$ cat src/rtl/ifetch_pkg.sv
// ifetch_pkg: shared widths, reset PC, fetch FSM states and FIFO entry type
package ifetch_pkg;
  localparam int XLEN = 32;
  localparam int QDEPTH = 4;
  localparam int CW = $clog2(QDEPTH) + 1;
  localparam logic [XLEN-1:0] RESET_PC = '0;
  localparam logic [XLEN-1:0] INSTR_NOP = 32'h00000013;
  typedef enum logic [1:0] {IDLE, WAIT, DROP} fetch_state_t;
  typedef struct packed {
    logic [XLEN-1:0] pc;
    logic [XLEN-1:0] instr;
  } fetch_entry_t;
endpackage

$ cat src/rtl/instruction_fetch_queue_if.sv
// instruction_fetch_queue_if: memory, decode and redirect signals of the fetch queue
interface instruction_fetch_queue_if;
  import ifetch_pkg::*;
  logic mem_req;
  logic [XLEN-1:0] mem_addr;
  logic mem_ack;
  logic [XLEN-1:0] mem_rdata;
  logic available;
  logic decode_pulse;
  logic [XLEN-1:0] instr;
  logic [XLEN-1:0] instr_pc;
  logic redirect;
  logic [XLEN-1:0] redirect_pc;
  logic [CW-1:0] fq_count;
  modport master (
    output mem_req, mem_addr, decode_pulse, instr, instr_pc, fq_count,
    input mem_ack, mem_rdata, available, redirect, redirect_pc
  );
  modport slave (
    input mem_req, mem_addr, decode_pulse, instr, instr_pc, fq_count,
    output mem_ack, mem_rdata, available, redirect, redirect_pc
  );
endinterface

$ cat src/rtl/instruction_fetch_queue_fetch_fifo.sv
// fetch_fifo: QDEPTH-entry {pc, instr} queue; occupancy count decides empty/full
module fetch_fifo
  import ifetch_pkg::*;
(
  input  logic         clock,
  input  logic         reset_n,
  input  logic         push,
  input  logic         pop,
  input  logic         flush,
  input  fetch_entry_t din,
  output logic [CW-1:0] count,
  output fetch_entry_t head
);
  localparam int PW = $clog2(QDEPTH);
  fetch_entry_t mem [QDEPTH];
  logic [PW-1:0] wp, rp;
  assign head = mem[rp];
  // pointers and occupancy; flush empties the queue in one cycle
  always_ff @(posedge clock or negedge reset_n) begin
    if (!reset_n) begin
      wp <= '0;
      rp <= '0;
      count <= '0;
    end else if (flush) begin
      wp <= '0;
      rp <= '0;
      count <= '0;
    end else begin
      if (push) wp <= wp + PW'(1);
      if (pop) rp <= rp + PW'(1);
      count <= count + CW'(push) - CW'(pop);
    end
  end
  // storage needs no reset: entries are only read once counted as valid
  always_ff @(posedge clock) begin
    if (push && !flush) mem[wp] <= din;
  end
endmodule

$ cat src/rtl/instruction_fetch_queue.sv
// instruction_fetch_queue: PC register, single-outstanding fetch FSM and decode issue register
module instruction_fetch_queue
  import ifetch_pkg::*;
(
  input logic clock,
  input logic reset_n,
  instruction_fetch_queue_if.master bus
);
  fetch_state_t state, state_n;
  logic [XLEN-1:0] pc, req_addr;
  logic push, pop, issue;
  logic [CW-1:0] count;
  fetch_entry_t head;
  assign issue = state == IDLE && !bus.redirect && count < CW'(QDEPTH);
  assign push = state == WAIT && bus.mem_ack && !bus.redirect;
  assign pop = count != '0 && bus.available && !bus.redirect;
  assign bus.mem_req = state != IDLE;
  assign bus.mem_addr = bus.mem_req ? req_addr : '0;
  assign bus.fq_count = count;
  fetch_fifo u_fifo (
    .clock(clock),
    .reset_n(reset_n),
    .push(push),
    .pop(pop),
    .flush(bus.redirect),
    .din('{pc: req_addr, instr: bus.mem_rdata}),
    .count(count),
    .head(head)
  );
  // next fetch state: an ack always ends the outstanding request, a redirect without ack poisons it
  always_comb begin
    state_n = state == IDLE ? (issue ? WAIT : IDLE)
            : bus.mem_ack ? IDLE
            : bus.redirect ? DROP : state;
  end
  // state, PC and latched request address; redirect wins over a completing fetch
  always_ff @(posedge clock or negedge reset_n) begin
    if (!reset_n) begin
      state <= IDLE;
      pc <= RESET_PC;
      req_addr <= '0;
    end else begin
      state <= state_n;
      if (bus.redirect) pc <= {bus.redirect_pc[XLEN-1:2], 2'b00};
      else if (push) pc <= pc + XLEN'(4);
      if (issue) req_addr <= pc;
    end
  end
  // issue register: popped head appears one cycle later with a single-cycle strobe
  always_ff @(posedge clock or negedge reset_n) begin
    if (!reset_n) begin
      bus.decode_pulse <= 1'b0;
      bus.instr <= '0;
      bus.instr_pc <= '0;
    end else begin
      bus.decode_pulse <= pop;
      if (pop) begin
        bus.instr <= head.instr;
        bus.instr_pc <= head.pc;
      end
    end
  end
endmodule
$ cat src/flat_wrapper.sv
// flat-port wrapper written by rule: the top's interface ports become plain ports
module instruction_fetch_queue_flat import ifetch_pkg::*;
  (clock, reset_n, bus_mem_req, bus_mem_addr, bus_decode_pulse, bus_instr, bus_instr_pc, bus_fq_count, bus_mem_ack, bus_mem_rdata, bus_available, bus_redirect, bus_redirect_pc);
  instruction_fetch_queue_if bus_i ();
  input logic clock;
  input logic reset_n;
  output wire logic [$bits(bus_i.mem_req)-1:0] bus_mem_req;
  output wire logic [$bits(bus_i.mem_addr)-1:0] bus_mem_addr;
  output wire logic [$bits(bus_i.decode_pulse)-1:0] bus_decode_pulse;
  output wire logic [$bits(bus_i.instr)-1:0] bus_instr;
  output wire logic [$bits(bus_i.instr_pc)-1:0] bus_instr_pc;
  output wire logic [$bits(bus_i.fq_count)-1:0] bus_fq_count;
  input wire logic [$bits(bus_i.mem_ack)-1:0] bus_mem_ack;
  input wire logic [$bits(bus_i.mem_rdata)-1:0] bus_mem_rdata;
  input wire logic [$bits(bus_i.available)-1:0] bus_available;
  input wire logic [$bits(bus_i.redirect)-1:0] bus_redirect;
  input wire logic [$bits(bus_i.redirect_pc)-1:0] bus_redirect_pc;
  assign bus_mem_req = bus_i.mem_req;
  assign bus_mem_addr = bus_i.mem_addr;
  assign bus_decode_pulse = bus_i.decode_pulse;
  assign bus_instr = bus_i.instr;
  assign bus_instr_pc = bus_i.instr_pc;
  assign bus_fq_count = bus_i.fq_count;
  assign bus_i.mem_ack = bus_mem_ack;
  assign bus_i.mem_rdata = bus_mem_rdata;
  assign bus_i.available = bus_available;
  assign bus_i.redirect = bus_redirect;
  assign bus_i.redirect_pc = bus_redirect_pc;
  instruction_fetch_queue u_core (.clock(clock), .reset_n(reset_n), .bus(bus_i));
endmodule
$ cat config.mk
export PLATFORM = sky130hd
export DESIGN_NAME = instruction_fetch_queue_flat
export DESIGN_NICKNAME = d
export VERILOG_FILES = /design/src/rtl/ifetch_pkg.sv /design/src/rtl/instruction_fetch_queue_if.sv /design/src/rtl/instruction_fetch_queue_fetch_fifo.sv /design/src/rtl/instruction_fetch_queue.sv /design/src/flat_wrapper.sv
export SDC_FILE = /design/constraint.sdc
export NUM_CORES = 1
export LEC_CHECK = 0
export ABC_AREA = 1
export CAP_MARGIN = 30
export CORE_ASPECT_RATIO = 0.9
export CORE_UTILIZATION = 56
export CTS_CLUSTER_SIZE = 20
export DETAILED_ROUTE_END_ITERATION = 12
export PLACE_DENSITY = 0.79
export SLEW_MARGIN = 40
export SYNTH_ARGS = -nofsm -noshare
export SYNTH_HDL_FRONTEND = slang
export SYNTH_SLANG_ARGS = --single-unit
export TNS_END_PERCENT = 50
$ cat constraint.sdc
create_clock -name clock -period 5.3 [get_ports clock]
set_clock_uncertainty 0.15 [all_clocks]
set_input_delay 1.59 -clock clock [delete_from_list [all_inputs] [get_ports clock]]
set_output_delay 1.59 -clock clock [all_outputs]
set_load 0.01 [all_outputs]
==> run_summary.xml, run 1 <==
<?xml version="1.0" encoding="UTF-8"?>
<metrics>
  <group name="synthesis">
    <metric name="synthesis.instances" unit="">1433</metric>
    <metric name="synth.largest_area_cell" unit="">sky130_fd_sc_hd__edfxtp_1</metric>
    <metric name="distinct_cell_type_count_of_the_synthesized_netlist" unit="">39</metric>
    <metric name="synth-seq-area-share" unit="%">68.8</metric>
    <metric name="synth-seq-cells" unit="">380</metric>
    <metric name="synth_warnings" unit="">0</metric>
    <metric name="synthTopCellsByArea" unit="">sky130_fd_sc_hd__edfxtp_1, sky130_fd_sc_hd__dfrtp_1, sky130_fd_sc_hd__o21ai_0, sky130_fd_sc_hd__nand2_1, sky130_fd_sc_hd__nor2_1</metric>
    <metric name="synthDominantCellAreaShare" unit="%">47.7</metric>
    <metric name="netlist_area" unit="sq mm">0.0156</metric>
    <metric name="post_synth.cell_area_avg" unit="sq um">10.9</metric>
  </group>
  <group name="layout">
    <metric name="antenna-diode-count" unit="">0</metric>
    <metric name="final_cells" unit="">1957</metric>
    <metric name="synthToLayoutAreaGrowth" unit="%">19.5</metric>
    <metric name="most_common_library_cell_in_the_layout_ignoring_fill_and_taps" unit="">sky130_fd_sc_hd__nand2_1</metric>
    <metric name="net_count_reported_at_finish" unit="">1651</metric>
    <metric name="ratio_of_cells_with_drive_above_1_in_the_final_layout" unit="%">7.17</metric>
    <metric name="most-common-layout-cells" unit="">sky130_fd_sc_hd__nand2_1, sky130_fd_sc_hd__edfxtp_1, sky130_fd_sc_hd__nor2_1, sky130_fd_sc_hd__o21ai_0, sky130_fd_sc_hd__clkdlybuf4s50_1</metric>
  </group>
  <group name="floorplan">
    <metric name="rows" unit="">57</metric>
    <metric name="die_area" unit="sq mm">0.0286</metric>
    <metric name="fp.dieW" unit="um">178</metric>
    <metric name="floorplan.die.height" unit="um">160</metric>
    <metric name="start_util" unit="%">57.5</metric>
    <metric name="core_region_area" unit="sq mm">0.0272</metric>
    <metric name="design.portCount" unit="">170</metric>
  </group>
  <group name="global_route">
    <metric name="antenna_found_initial" unit="">1</metric>
    <metric name="grtUsageTotal" unit="%">25.7</metric>
    <metric name="grt_pass1_wl" unit="um">56800</metric>
    <metric name="overflow_left_after_global_routing" unit="">0</metric>
    <metric name="grt_pass1_vias" unit="">10827</metric>
    <metric name="grt_max_degree" unit="">107</metric>
  </group>
  <group name="cts">
    <metric name="cts.path.max_buffers" unit="">3</metric>
    <metric name="cts.reportedPaths.clkPinSlew" unit="ns">0.06</metric>
    <metric name="number_of_instances_resized_during_post_cts_repair" unit="">0</metric>
    <metric name="ctsHtreeMaxLevel" unit="">2</metric>
    <metric name="tritoncts_clock_tree" unit="">built</metric>
    <metric name="post-cts-setup-buffer-count" unit="">0</metric>
    <metric name="cts_hold_buf" unit="">0</metric>
    <metric name="cts_root_buf" unit="">sky130_fd_sc_hd__clkbuf_16</metric>
    <metric name="cts.sink_count" unit="">380</metric>
    <metric name="tritoncts.num_buffers" unit="">38</metric>
    <metric name="insertion_delay" unit="ns">0.51</metric>
  </group>
  <group name="worst_hold_path">
    <metric name="worstHoldEndpoint" unit="">u_core.bus.instr[26]</metric>
    <metric name="min_path_cells" unit="">2</metric>
    <metric name="min-delay-start" unit="">u_core.bus.instr[26]</metric>
    <metric name="hold_path_class" unit="">reg -&gt; reg</metric>
  </group>
  <group name="sta">
    <metric name="slew_headroom" unit="%">46.6</metric>
    <metric name="max_freq" unit="MHz">252</metric>
    <metric name="final_min_period_over_clock_period" unit="%">74.8</metric>
    <metric name="grt_setup_unrepaired" unit="">false</metric>
    <metric name="post_route_minimum_period" unit="ns">3.96</metric>
    <metric name="sum_of_negative_setup_slack" unit="ns">0</metric>
    <metric name="finalSetupViolCount" unit="">0</metric>
    <metric name="final-max-slew-violation-count" unit="">0</metric>
    <metric name="final_hold_viol_count" unit="">0</metric>
    <metric name="worst_slew_pin_slew" unit="ns">0.801</metric>
  </group>
  <group name="worst_setup_path">
    <metric name="ff_to_ff_start" unit="">u_core.state[0]</metric>
    <metric name="endpoint_kind" unit="">output port</metric>
    <metric name="cp_max_fo" unit="">25</metric>
    <metric name="worstPathRequired" unit="ns">3.56</metric>
    <metric name="timing.reg2reg.worst_path_depth" unit="">11</metric>
    <metric name="reg2reg_setup_slack" unit="ns">2.75</metric>
    <metric name="r2r-end" unit="">u_core.u_fifo.count[2]</metric>
    <metric name="setup.worst_path.start_class" unit="">register</metric>
    <metric name="worstSetupPathType" unit="">reg -&gt; out</metric>
    <metric name="crit_arrival" unit="ns">2.22</metric>
  </group>
  <group name="drt">
    <metric name="drc_errors" unit="">0</metric>
    <metric name="routedWlPerCell" unit="um">18.2</metric>
    <metric name="postRouteWirelength" unit="um">35700</metric>
    <metric name="antenna_violating_nets_post_route" unit="">0</metric>
    <metric name="violation_count_after_the_first_detailed_route_iteration" unit="">1223</metric>
    <metric name="detailroute.via_count" unit="">10988</metric>
    <metric name="drt-pass1-iter-count" unit="">5</metric>
    <metric name="vias_per_cell" unit="">5.61</metric>
  </group>
  <group name="run">
    <metric name="cap_violations" unit="">0</metric>
  </group>
  <group name="placed_design">
    <metric name="placed_cells_incl_taps" unit="">1888</metric>
    <metric name="portBuffers" unit="">163</metric>
    <metric name="gpl.final_weighted_congestion" unit="">0.928</metric>
    <metric name="dp_hpwl" unit="um">21200</metric>
  </group>
  <group name="pwr">
    <metric name="peak_supply_drop" unit="mV">0.235</metric>
    <metric name="static-leakage-power" unit="uW">0.00720</metric>
    <metric name="power_per_cell_area" unit="mW/mm^2">485</metric>
  </group>
  <group name="outcome">
    <metric name="outcome" unit="">finished clean</metric>
  </group>
</metrics>
-- layout make-up --
class | count | area, sq um
Sequential cell | 380 | 10800
Fill cell | 1954 | 8500
Multi-Input combinational cell | 890 | 4200
Timing Repair Buffer | 179 | 1810
Clock buffer | 52 | 1050
Tap cell | 354 | 443
Inverter | 85 | 324
Clock inverter | 17 | 90.1
-- critical path: stages (launching register included) --
cell and delay [ns]:
sky130_fd_sc_hd__dfrtp_1 0.41, sky130_fd_sc_hd__nor2_2 0.35, sky130_fd_sc_hd__buf_4 0.37, sky130_fd_sc_hd__nor2_1 0.09, sky130_fd_sc_hd__clkdlybuf4s50_1 0.49
-- cell usage after synthesis (all sizes together) --
cell type / count
nand2: 282
edfxtp: 248
o21ai: 227
nor2: 223
dfrtp: 132
inv: 83
o22ai: 63
nand3: 47
clkbuf: 41
buf: 40
a21oi: 10
o211ai: 8
ha: 7
nor3: 5
xor2: 5
and2: 2
clkinv: 2
o21bai: 2
a211oi: 1
a31oi: 1
conb: 1
fa: 1
nand4: 1
o221ai: 1
-- power breakdown --
group	switching [uW]	leakage (uW)	internal (uW)
Combinational	1360	0.00276	1010
Clock	1080	0.000561	1400
Sequential	445	0.00389	3760
Total	2880	0.00720	6160
-- logic make-up (layout without fill, tap and decap cells) --
group	count (synthesis)	in the layout	synth area share (%)
adder cells (fa/ha/maj)	8	8	0.688
flip-flops	380	380	68.8
AND/OR/NAND/NOR	560	560	14.8
buffers and inverters	166	333	4.64
XOR/XNOR	5	5	0.280
other	1	4	0.0240
AO/OA/AOI/OAI	313	313	10.8
-- per-layer routing --
layer | GRT usage, % | vias up | share of wire (%)
li1 | - | 5183 | -
met1 | 36.4 | 5284 | 43
met2 | 42.4 | 467 | 48
met3 | 3.46 | 52 | 7.8
met4 | 6.45 | 2 | 1.5
met5 | 0 | - | 0.036
-- how the worst max path moves through the flow --
stage,endpoint,cells after the start,startpoint,slack (ns)
floorplan,u_core.u_fifo.mem[0][0],5,bus_redirect,-0.05
global placement,u_core.u_fifo.count[2],12,bus_mem_ack,1.08
detailed placement,u_core.u_fifo.count[2],12,bus_mem_ack,1.07
CTS,bus_mem_addr[9],4,u_core.state[1],1.31
global route,bus_mem_addr[9],4,u_core.state[1],1.22
finish,bus_mem_addr[9],4,u_core.state[0],1.34
-- registers in the layout, summed over array words and instances, names as in the netlist --
register                 count
u_core.pc                   30
u_core.u_fifo.rp             2
u_core.bus.instr_pc         30
u_core.bus.instr            32
u_core.u_fifo.mem          248
u_core.u_fifo.wp             2
u_core.bus.decode_pulse      1
u_core.state                 2
u_core.u_fifo.count          3
u_core.req_addr             30
-- per-stage QoR --
stage / setup slack (ns) / total power, uW / utilization (%) / hold slack, ns / instance area (sq um)
6_report: 1.34 / 9050 / 68.7 / 0.351 / 18700
5_1_grt: 1.22 / 9510 / 68.7 / 0.379 / 18700
4_1_cts: 1.31 / 9070 / 68.7 / 0.359 / 18700
3_5_place_dp: 1.07 / 6600 / 64.5 / 0.343 / 17500
3_3_place_gp: 1.08 / 6510 / 64.5 / 0.339 / 17500
2_1_floorplan: -0.0485 / 5440 / - / 0.320 / 15600
(Power assumes the default switching activity.)
==> run 2: changes to the inputs <==
==> constraint.sdc (replaced) <==
create_clock -name clock -period 3.89 [get_ports clock]
set_clock_uncertainty 0.15 [all_clocks]
set_input_delay 1.167 -clock clock [delete_from_list [all_inputs] [get_ports clock]]
set_output_delay 1.167 -clock clock [all_outputs]
set_load 0.01 [all_outputs]
==> run_summary.xml, run 2 (same netlist as run 1, synthesis figures left out) <==
<?xml version="1.0" encoding="UTF-8"?>
<metrics>
  <group name="outcome">
    <metric name="outcome" unit="">finished clean</metric>
  </group>
  <group name="pwr">
    <metric name="p_comb_share" unit="%">26.1</metric>
    <metric name="p_switching" unit="uW">3950</metric>
    <metric name="static-leakage-power" unit="uW">0.00729</metric>
    <metric name="clock_power_share" unit="%">28.5</metric>
    <metric name="power_per_cell_area" unit="mW/mm^2">668</metric>
    <metric name="power_frac_seq" unit="%">45.3</metric>
    <metric name="peak_supply_drop" unit="mV">0.299</metric>
    <metric name="internal_cell_power" unit="uW">8660</metric>
    <metric name="switching_share" unit="%">31.3</metric>
  </group>
  <group name="worst_setup_path">
    <metric name="setup.worst_path.start_class" unit="">register</metric>
    <metric name="crit_arrival" unit="ns">2.09</metric>
    <metric name="worst_path_largest_cell_delay" unit="ns">0.48</metric>
    <metric name="crit_chain" unit="">nor2_2, buf_12, nor2_1, clkdlybuf4s50_1</metric>
    <metric name="endpoint_kind" unit="">output port</metric>
    <metric name="worstSetupPathType" unit="">reg -&gt; out</metric>
    <metric name="cp_max_fo" unit="">26</metric>
    <metric name="ff_to_ff_start" unit="">u_core.u_fifo.rp[0]</metric>
    <metric name="slowest_stage" unit="">sky130_fd_sc_hd__clkdlybuf4s50_1</metric>
    <metric name="crit_family" unit="">buffers and inverters</metric>
    <metric name="startpoint" unit="">u_core.state[1]</metric>
    <metric name="critPathBufInv" unit="">2</metric>
    <metric name="worstPathRequired" unit="ns">2.57</metric>
  </group>
  <group name="global_route">
    <metric name="overflow_left_after_global_routing" unit="">0</metric>
    <metric name="grtUsageTotal" unit="%">26.2</metric>
    <metric name="grt_max_degree" unit="">116</metric>
    <metric name="grt_pass1_wl" unit="um">57400</metric>
    <metric name="grt_pass1_vias" unit="">10853</metric>
    <metric name="antenna_found_initial" unit="">1</metric>
  </group>
  <group name="floorplan">
    <metric name="rows" unit="">57</metric>
    <metric name="start_util" unit="%">57.5</metric>
    <metric name="fp.dieW" unit="um">178</metric>
    <metric name="die_area" unit="sq mm">0.0286</metric>
    <metric name="floorplan.die.height" unit="um">160</metric>
    <metric name="design.portCount" unit="">170</metric>
    <metric name="core_region_area" unit="sq mm">0.0272</metric>
  </group>
  <group name="layout">
    <metric name="net_count_reported_at_finish" unit="">1657</metric>
    <metric name="synthToLayoutAreaGrowth" unit="%">20.7</metric>
    <metric name="fin_util" unit="%">69.4</metric>
    <metric name="most-common-layout-cells" unit="">sky130_fd_sc_hd__nand2_1, sky130_fd_sc_hd__edfxtp_1, sky130_fd_sc_hd__nor2_1, sky130_fd_sc_hd__o21ai_0, sky130_fd_sc_hd__clkdlybuf4s50_1</metric>
    <metric name="post-route-cell-area" unit="sq mm">0.0189</metric>
    <metric name="register_containing_the_most_flip_flops_in_the_final_layout" unit="">u_core.u_fifo.mem</metric>
    <metric name="most_common_library_cell_in_the_layout_ignoring_fill_and_taps" unit="">sky130_fd_sc_hd__nand2_1</metric>
    <metric name="ratio_of_cells_with_drive_above_1_in_the_final_layout" unit="%">7.71</metric>
    <metric name="fillers" unit="">1909</metric>
    <metric name="biggestRegsByFlops" unit="">u_core.u_fifo.mem (248), u_core.bus.instr (32)</metric>
    <metric name="largest_register_ff_count" unit="">248</metric>
  </group>
  <group name="sta">
    <metric name="post_route_minimum_period" unit="ns">3.41</metric>
    <metric name="worst_hold_slack" unit="ns">0.355</metric>
    <metric name="slew_headroom" unit="%">44.7</metric>
    <metric name="grt_setup_unrepaired" unit="">false</metric>
    <metric name="sum_of_negative_setup_slack" unit="ns">0</metric>
    <metric name="finalSetupViolCount" unit="">0</metric>
    <metric name="max_freq" unit="MHz">293</metric>
    <metric name="final.setup.worst_slack" unit="ns">0.480</metric>
    <metric name="worst_slew_pin_slew" unit="ns">0.829</metric>
    <metric name="final-max-slew-violation-count" unit="">0</metric>
    <metric name="final_min_period_over_clock_period" unit="%">87.7</metric>
    <metric name="final_hold_viol_count" unit="">0</metric>
  </group>
  <group name="cts">
    <metric name="ctsHtreeMaxLevel" unit="">2</metric>
    <metric name="cts.reportedPaths.clkPinSlew" unit="ns">0.06</metric>
    <metric name="tritoncts_clock_tree" unit="">built</metric>
    <metric name="cts_root_buf" unit="">sky130_fd_sc_hd__clkbuf_16</metric>
    <metric name="tritoncts.num_buffers" unit="">38</metric>
    <metric name="cts.sink_count" unit="">380</metric>
    <metric name="number_of_instances_resized_during_post_cts_repair" unit="">0</metric>
    <metric name="post-cts-setup-buffer-count" unit="">0</metric>
    <metric name="insertion_delay" unit="ns">0.53</metric>
    <metric name="cts_hold_buf" unit="">0</metric>
    <metric name="cts.path.max_buffers" unit="">3</metric>
  </group>
  <group name="placed_design">
    <metric name="portBuffers" unit="">163</metric>
    <metric name="placement.setup.worst_slack" unit="ns">0.503</metric>
    <metric name="gpl.final_weighted_congestion" unit="">0.945</metric>
    <metric name="dp_hpwl" unit="um">21400</metric>
    <metric name="dpl-instance-area" unit="sq mm">0.0176</metric>
  </group>
  <group name="drt">
    <metric name="postRouteWirelength" unit="um">36500</metric>
    <metric name="vias_per_cell" unit="">5.63</metric>
    <metric name="routedWlPerCell" unit="um">18.6</metric>
    <metric name="antenna_violating_nets_post_route" unit="">0</metric>
    <metric name="drc_errors" unit="">0</metric>
    <metric name="drt-pass1-iter-count" unit="">6</metric>
    <metric name="violation_count_after_the_first_detailed_route_iteration" unit="">1136</metric>
    <metric name="detailroute.via_count" unit="">11058</metric>
  </group>
  <group name="run">
    <metric name="cap_violations" unit="">0</metric>
  </group>
  <group name="worst_hold_path">
    <metric name="min-delay-start" unit="">u_core.bus.instr_pc[13]</metric>
    <metric name="hold_path_class" unit="">reg -&gt; reg</metric>
  </group>
</metrics>
==> run 2: cell count changes in the layout (fill, tap and decap cells not counted), moves of 2 or more <==
cell and change:
sky130_fd_sc_hd__buf_12 +5, sky130_fd_sc_hd__inv_4 -2, sky130_fd_sc_hd__buf_4 +2, sky130_fd_sc_hd__clkinv_1 -3, sky130_fd_sc_hd__bufinv_16 +3, sky130_fd_sc_hd__clkinv_4 -2
sky130_fd_sc_hd__clkbuf_8 +2
==> run 2: stage by stage <==
stage	total power, uW	instances
global route	13300	1963
floorplan	7410	1436
detailed placement	9050	1894
global placement	8940	1894
CTS	12600	1963
finish	12600	1964
==> run 2: power groups by stage <==
stage	logic [uW]	clock network, uW	registers [uW]
final	3290	3600	5710
after global routing	3660	3810	5790
after CTS	3310	3630	5700
after detailed placement	3280	0	5770
after global placement	3210	0	5730
after floorplan	1710	0	5710
==> run 2: tightest hold or removal path, cell delays in order (launching register included) <==
cell and delay [ns]:
sky130_fd_sc_hd__dfrtp_1 0.33, sky130_fd_sc_hd__o21ai_0 0.08, sky130_fd_sc_hd__nand2_1 0.06
==> run 2: area by class of cell <==
class	instances	area (sq um)	share of cell area, %
flip-flops and latches	380	10800	57.0
inverters	85	320	1.70
multi-input cells	890	4200	22.2
repair buffers	185	1910	10.2
diodes	1	2.50	0.0133
clock buffers	53	1070	5.67
clock inverters	16	159	0.843
well taps	354	443	2.35
==> run 2: path summary, 6_finish.rpt <==
check	end	slack, ns	cells past startpoint
worst min register to register	u_core.bus.instr_pc[13]	0.35	2
worst min-delay path	u_core.bus.instr_pc[13]	0.35	2
min in group asynchronous	u_core.bus.instr[9]	0.53	1
worst max-delay path	bus_mem_addr[5]	0.48	4
worst max register to register	u_core.bus.instr_pc[22]	1.50	6
max in group asynchronous	u_core.pc[28]	2.39	2
==> run 2: metal layers <==
layer	GRT usage (%)	part of all wire, %	wire, um	vias up
li1	-	-	-	5198
met1	36.2	42	15400	5364
met2	42.9	48	17500	448
met3	4.59	8.3	3020	46
met4	6.80	1.5	559	2
met5	0	0.036	13	-
==> run 3: changes to the inputs <==
--- a/config.mk
+++ b/config.mk
@@ -16,4 +16,4 @@
 export SYNTH_ARGS = -nofsm -noshare
 export SYNTH_HDL_FRONTEND = slang
 export SYNTH_SLANG_ARGS = --single-unit
-export TNS_END_PERCENT = 50
+export TNS_END_PERCENT = 30
==> results of run 3 <==
Same layout as run 2: the final DEF is identical, and so are final timing and power.
